File: src/rtl/ram_test_cmd_scheduler.sv
// Round-robin scheduler merging the write and read command streams into one dispatcher port.
// Reads are held back until enough write-done credits have accumulated.
module ram_test_cmd_scheduler #(
  parameter int WR_DATA_WIDTH  = 96,
  parameter int RD_DATA_WIDTH  = 97,
  parameter int TRAIL_DISTANCE = 1,
  parameter int CREDIT_WIDTH   = 16
) (
  input  logic                     clk,
  input  logic                     reset,
  input  logic                     enable,
  input  logic                     drain,
  input  logic                     wr_done,
  input  logic [WR_DATA_WIDTH-1:0] wr_cmd_data,
  input  logic                     wr_cmd_valid,
  output logic                     wr_cmd_ready,
  input  logic [RD_DATA_WIDTH-1:0] rd_cmd_data,
  input  logic                     rd_cmd_valid,
  output logic                     rd_cmd_ready,
  output logic [RD_DATA_WIDTH-1:0] out_cmd_data,
  output logic                     out_cmd_is_read,
  output logic                     out_cmd_valid,
  input  logic                     out_cmd_ready,
  output logic [CREDIT_WIDTH-1:0]  credit_count,
  output logic                     credit_overflow
);

  localparam logic [CREDIT_WIDTH-1:0] CREDIT_MAX   = {CREDIT_WIDTH{1'b1}};
  localparam logic [CREDIT_WIDTH-1:0] CREDIT_ONE   = CREDIT_WIDTH'(1);
  localparam logic [CREDIT_WIDTH-1:0] TRAIL_THRESH = CREDIT_WIDTH'(TRAIL_DISTANCE);

  logic                    load_ok_s;
  logic                    rd_elig_s;
  logic                    grant_wr_s;
  logic                    grant_rd_s;
  logic [CREDIT_WIDTH-1:0] rd_thresh_s;
  logic                    last_rd_r;

  // Grant selection: single eligible side wins, otherwise alternate against the last grant.
  always_comb begin
    grant_wr_s  = 1'b0;
    grant_rd_s  = 1'b0;
    load_ok_s   = enable && (!out_cmd_valid || out_cmd_ready);
    rd_thresh_s = drain ? CREDIT_ONE : TRAIL_THRESH;
    rd_elig_s   = rd_cmd_valid && (credit_count >= rd_thresh_s);
    if (load_ok_s) begin
      case ({wr_cmd_valid, rd_elig_s})
        2'b10: grant_wr_s = 1'b1;
        2'b01: grant_rd_s = 1'b1;
        2'b11: begin
          grant_wr_s = last_rd_r;
          grant_rd_s = !last_rd_r;
        end
        default: begin
          grant_wr_s = 1'b0;
          grant_rd_s = 1'b0;
        end
      endcase
    end else begin
      grant_wr_s = 1'b0;
      grant_rd_s = 1'b0;
    end
  end

  assign wr_cmd_ready = grant_wr_s;
  assign rd_cmd_ready = grant_rd_s;

  // Output register, round-robin pointer and credit counter.
  always_ff @(posedge clk or posedge reset) begin
    if (reset) begin
      out_cmd_valid   <= 1'b0;
      out_cmd_data    <= {RD_DATA_WIDTH{1'b0}};
      out_cmd_is_read <= 1'b0;
      credit_count    <= {CREDIT_WIDTH{1'b0}};
      credit_overflow <= 1'b0;
      // Pretend the last grant was a read so a write wins the first tie.
      last_rd_r       <= 1'b1;
    end else begin
      if (grant_wr_s) begin
        out_cmd_valid   <= 1'b1;
        out_cmd_data    <= RD_DATA_WIDTH'(wr_cmd_data);
        out_cmd_is_read <= 1'b0;
        last_rd_r       <= 1'b0;
      end else if (grant_rd_s) begin
        out_cmd_valid   <= 1'b1;
        out_cmd_data    <= rd_cmd_data;
        out_cmd_is_read <= 1'b1;
        last_rd_r       <= 1'b1;
      end else if (out_cmd_ready) begin
        out_cmd_valid   <= 1'b0;
      end

      // Simultaneous wr_done and read grant cancel out; a read grant implies credit >= 1.
      if (wr_done && !grant_rd_s) begin
        if (credit_count == CREDIT_MAX) begin
          credit_overflow <= 1'b1;
        end else begin
          credit_count <= credit_count + CREDIT_ONE;
        end
      end else if (!wr_done && grant_rd_s) begin
        credit_count <= credit_count - CREDIT_ONE;
      end
    end
  end

endmodule
File: config.mk
export PLATFORM = sky130hd
export DESIGN_NAME = ram_test_cmd_scheduler
export DESIGN_NICKNAME = d
export VERILOG_FILES = /design/src/rtl/ram_test_cmd_scheduler.sv
export SDC_FILE = /design/constraint.sdc
export NUM_CORES = 1
export LEC_CHECK = 0
export ABC_CLOCK_PERIOD_IN_PS = 4600
export BUFFER_PORTS_ARGS = -buffer_cell sky130_fd_sc_hd__buf_2
export CAP_MARGIN = 15
export CORE_MARGIN = 3
export CORE_UTILIZATION = 35
export CTS_BUF_LIST = sky130_fd_sc_hd__clkbuf_8
export CTS_CLUSTER_DIAMETER = 100
export DETAILED_ROUTE_END_ITERATION = 10
export PLACE_DENSITY = 0.67
export SETUP_SLACK_MARGIN = 0.02
export SLEW_MARGIN = 20
export SYNTH_ARGS = -nofsm -noshare
export SYNTH_HDL_FRONTEND = slang
export SYNTH_SLANG_ARGS = --single-unit
File: constraint.sdc
create_clock -name clk -period 4.6 [get_ports clk]
set_clock_uncertainty 0.2 [all_clocks]
set_input_delay 0.92 -clock clk [delete_from_list [all_inputs] [get_ports clk]]
set_output_delay 0.92 -clock clk [all_outputs]
set_load 0.01 [all_outputs]
==> metrics.yaml <==
status: "finished, violations left"
violations: "DRC"
critical_path.cell_chain: "or3_1 > or4_4 > o21ai_4 > clkinv_2 > buf_2"
synth_edf_count: 0
drt-vias-per-instance: 5.44
synthArstFlopShare_pct: 100
rows: 43
wl_met2_um: 8120
yosysSeqAreaShare_pct: 56.5
gp_congestion: 0.849
max-vdd-ir-drop_uv: 231
synthToLayoutAreaGrowth_pct: 41.4
crit_path_end_kind: "primary output"
routed_wl_um: 15800
synth_area_leaders: "dfrtp_1 56%, a222oi_1 19%, inv_1 7.6%"
vias: 5211
rsz0062_at_grt: "false"
cpPeakStageDelay_ps: 560
multiInputGateArea_um2: 1670
synthCells: 458
worst_slack_ps: 715
gr-total-overflow: 0
cts_made_buffers: 17
die_w_um: 128
tightest_slew_ps: 1150
grt_pass1_vias: 5133
seq_area_um2: 2930
fin_crit_ps: 3890
cts.clk_slew.worst_paths_ps: 70
critPathSlowestCell: "or4_4"
antenna_found_initial: 0
crit_type: "flip-flop to primary output"
avgSynthCellArea_um2: 11.3
worstPathArrival_ps: 2770
p_per_area_nw_per_um2: 525
finalSetupViolations: 0
grt_usage_pct: 18.9
drv_cap: 0
hold_viol_final: 0
die_y_um: 128
wl_met1_um: 6260
layout.nets: 969
synth_common_cells: "116 x dfrtp_1, 105 x inv_1, 96 x a222oi_1"
htreeDepth: 4
synthDominantCellAreaShare_pct: 55.9
drt_iter0_drc: 628
hpwl_um: 11800
final_layout_size_suffix_gt1_share_pct: 46.7
yosysMostFrequentCell: "dfrtp_1"
fillers: 1294
cts.sinks: 117
netlist-cell-type-count: 45
final_antenna_net_count: 0
synth_area_um2: 5190
timing.fmax_mhz: 257
timing.final.crit_share_pct: 84.5
dpl_worst_slack_ps: 1170
port_buffers: 317
hold_buffers: 0
grt_max_degree: 99
highest_layer: "met4"
yosysWarnings: 0
drtPass1Iterations: 11
drc: 2
fin_tns_setup_ps: 0
clock-root-buffer: "clkbuf_8"
crit_path_start_kind: "flip-flop"
io-pin-count: 319
syn_nets: 662
yosysTopAreaCell: "dfrtp_1"
hold_path.class: "flip-flop to flip-flop"
die_area_um2: 16300
wl_met3_um: 1210
grt_pass1_wl_um: 24800
cp_max_fo: 27
synthFlopType: "dfrtp_1"
diodes: 0
p_leak_nw: 4.18
cts_tree: "built"
required_ps: 3480
finalMaxSlewViolations: 0
cts.path.max_buffers: 2
worst-path-buf-inv: 2
initial_core_util_pct: 36.5
clock_latency_ps: 420
cts_resized: 0
core-area_um2: 14200
design_power_total_mw: 3.85
crit_family: "simple AND/OR/NAND/NOR gates"
max_slew_margin_pct: 22.8
ys_ff_latch: 117
cts_setup_buffers: 0
post_drt_wl_per_cell_um: 16.5
worst reg2reg max path: stages, from the launching register on:
cell	delay, ps
dfrtp_1	450
or3_1	420
or4_4	560
o21a_1	280
a21oi_4	170
buf_4	680
a222oi_1	440
inv_1	90
report_power, final:
group | internal (mW) | switching [mW]
clock | 0.697 | 0.393
combinational | 0.533 | 0.636
sequential | 1.33 | 0.260
total | 2.56 | 1.29
worst paths after layout:
check,endpoint,depth (start not counted),start,slack [ps]
min in group asynchronous,out_cmd_data[25],2,reset,480
setup reg to reg,out_cmd_data[74],7,credit_count[12],1250
max in group asynchronous,out_cmd_data[54],3,reset,2880
setup / recovery,rd_cmd_ready,5,credit_count[12],710
hold reg to reg,out_cmd_data[65],2,out_cmd_data[65],280
hold / removal,out_cmd_data[65],2,out_cmd_data[65],280
metal layers:
| metal | vias to the layer above | track usage (%) |
|---|---|---|
| met5 | - | 0 |
| li1 | 2348 | - |
| met4 | 0 | 6.24 |
| met3 | 20 | 5.54 |
| met2 | 269 | 32.0 |
| met1 | 2574 | 23.1 |
layout make-up:
| class | count | share of cell area [%] |
|---|---|---|
| Timing Repair Buffer | 324 | 22.3 |
| Sequential cell | 117 | 39.9 |
| Multi-Input combinational cell | 199 | 22.8 |
| Inverter | 106 | 5.47 |
| Tap cell | 180 | 3.07 |
| Clock inverter | 11 | 2.46 |
| Clock buffer | 21 | 3.94 |
state kept, by name (all words and copies together) (netlist names):
register / cells
credit_count: 16
last_rd_r: 1
credit_overflow: 1
out_cmd_data: 97
out_cmd_valid: 1
out_cmd_is_read: 1
per-stage QoR:
step           utilization [%]  hold slack (ps)  cells  area (um2)
6_report                  51.7              282    958        7340
5_1_grt                   51.7              309    958        7340
4_1_cts                   51.7              286    958        7340
3_5_place_dp              48.4              268    926        6870
3_3_place_gp              48.4              264    926        6870
2_1_floorplan                -              270    458        5190
cell usage in the layout (no fill, tap or decap), types with 4 or more instances in the layout:
| cell type | netlist | layout |
|---|---|---|
| buf_2 | 21 | 317 |
| dfrtp_1 | 116 | 116 |
| inv_1 | 105 | 107 |
| a222oi_1 | 96 | 96 |
| clkbuf_8 | 0 | 21 |
| xnor2_1 | 14 | 14 |
| nand2_1 | 11 | 11 |
| nor2_1 | 9 | 9 |
| a31oi_1 | 8 | 8 |
| buf_4 | 7 | 7 |
| nor3_1 | 6 | 6 |
| nor4_1 | 5 | 5 |
| bufinv_16 | 0 | 5 |
| and3_1 | 4 | 4 |
| o21ai_0 | 4 | 4 |
| a21oi_1 | 4 | 4 |
logic make-up after synthesis:
| group | synth area share, % |
|---|---|
| AO/OA/AOI/OAI | 22.7 |
| flip-flops | 56.5 |
| adder cells (fa/ha/maj) | 0.723 |
| multiplexers | 0.193 |
| AND/OR/NAND/NOR | 6.00 |
| XOR/XNOR | 2.53 |
| buffers and inverters | 11.4 |
(Power assumes the default switching activity.)
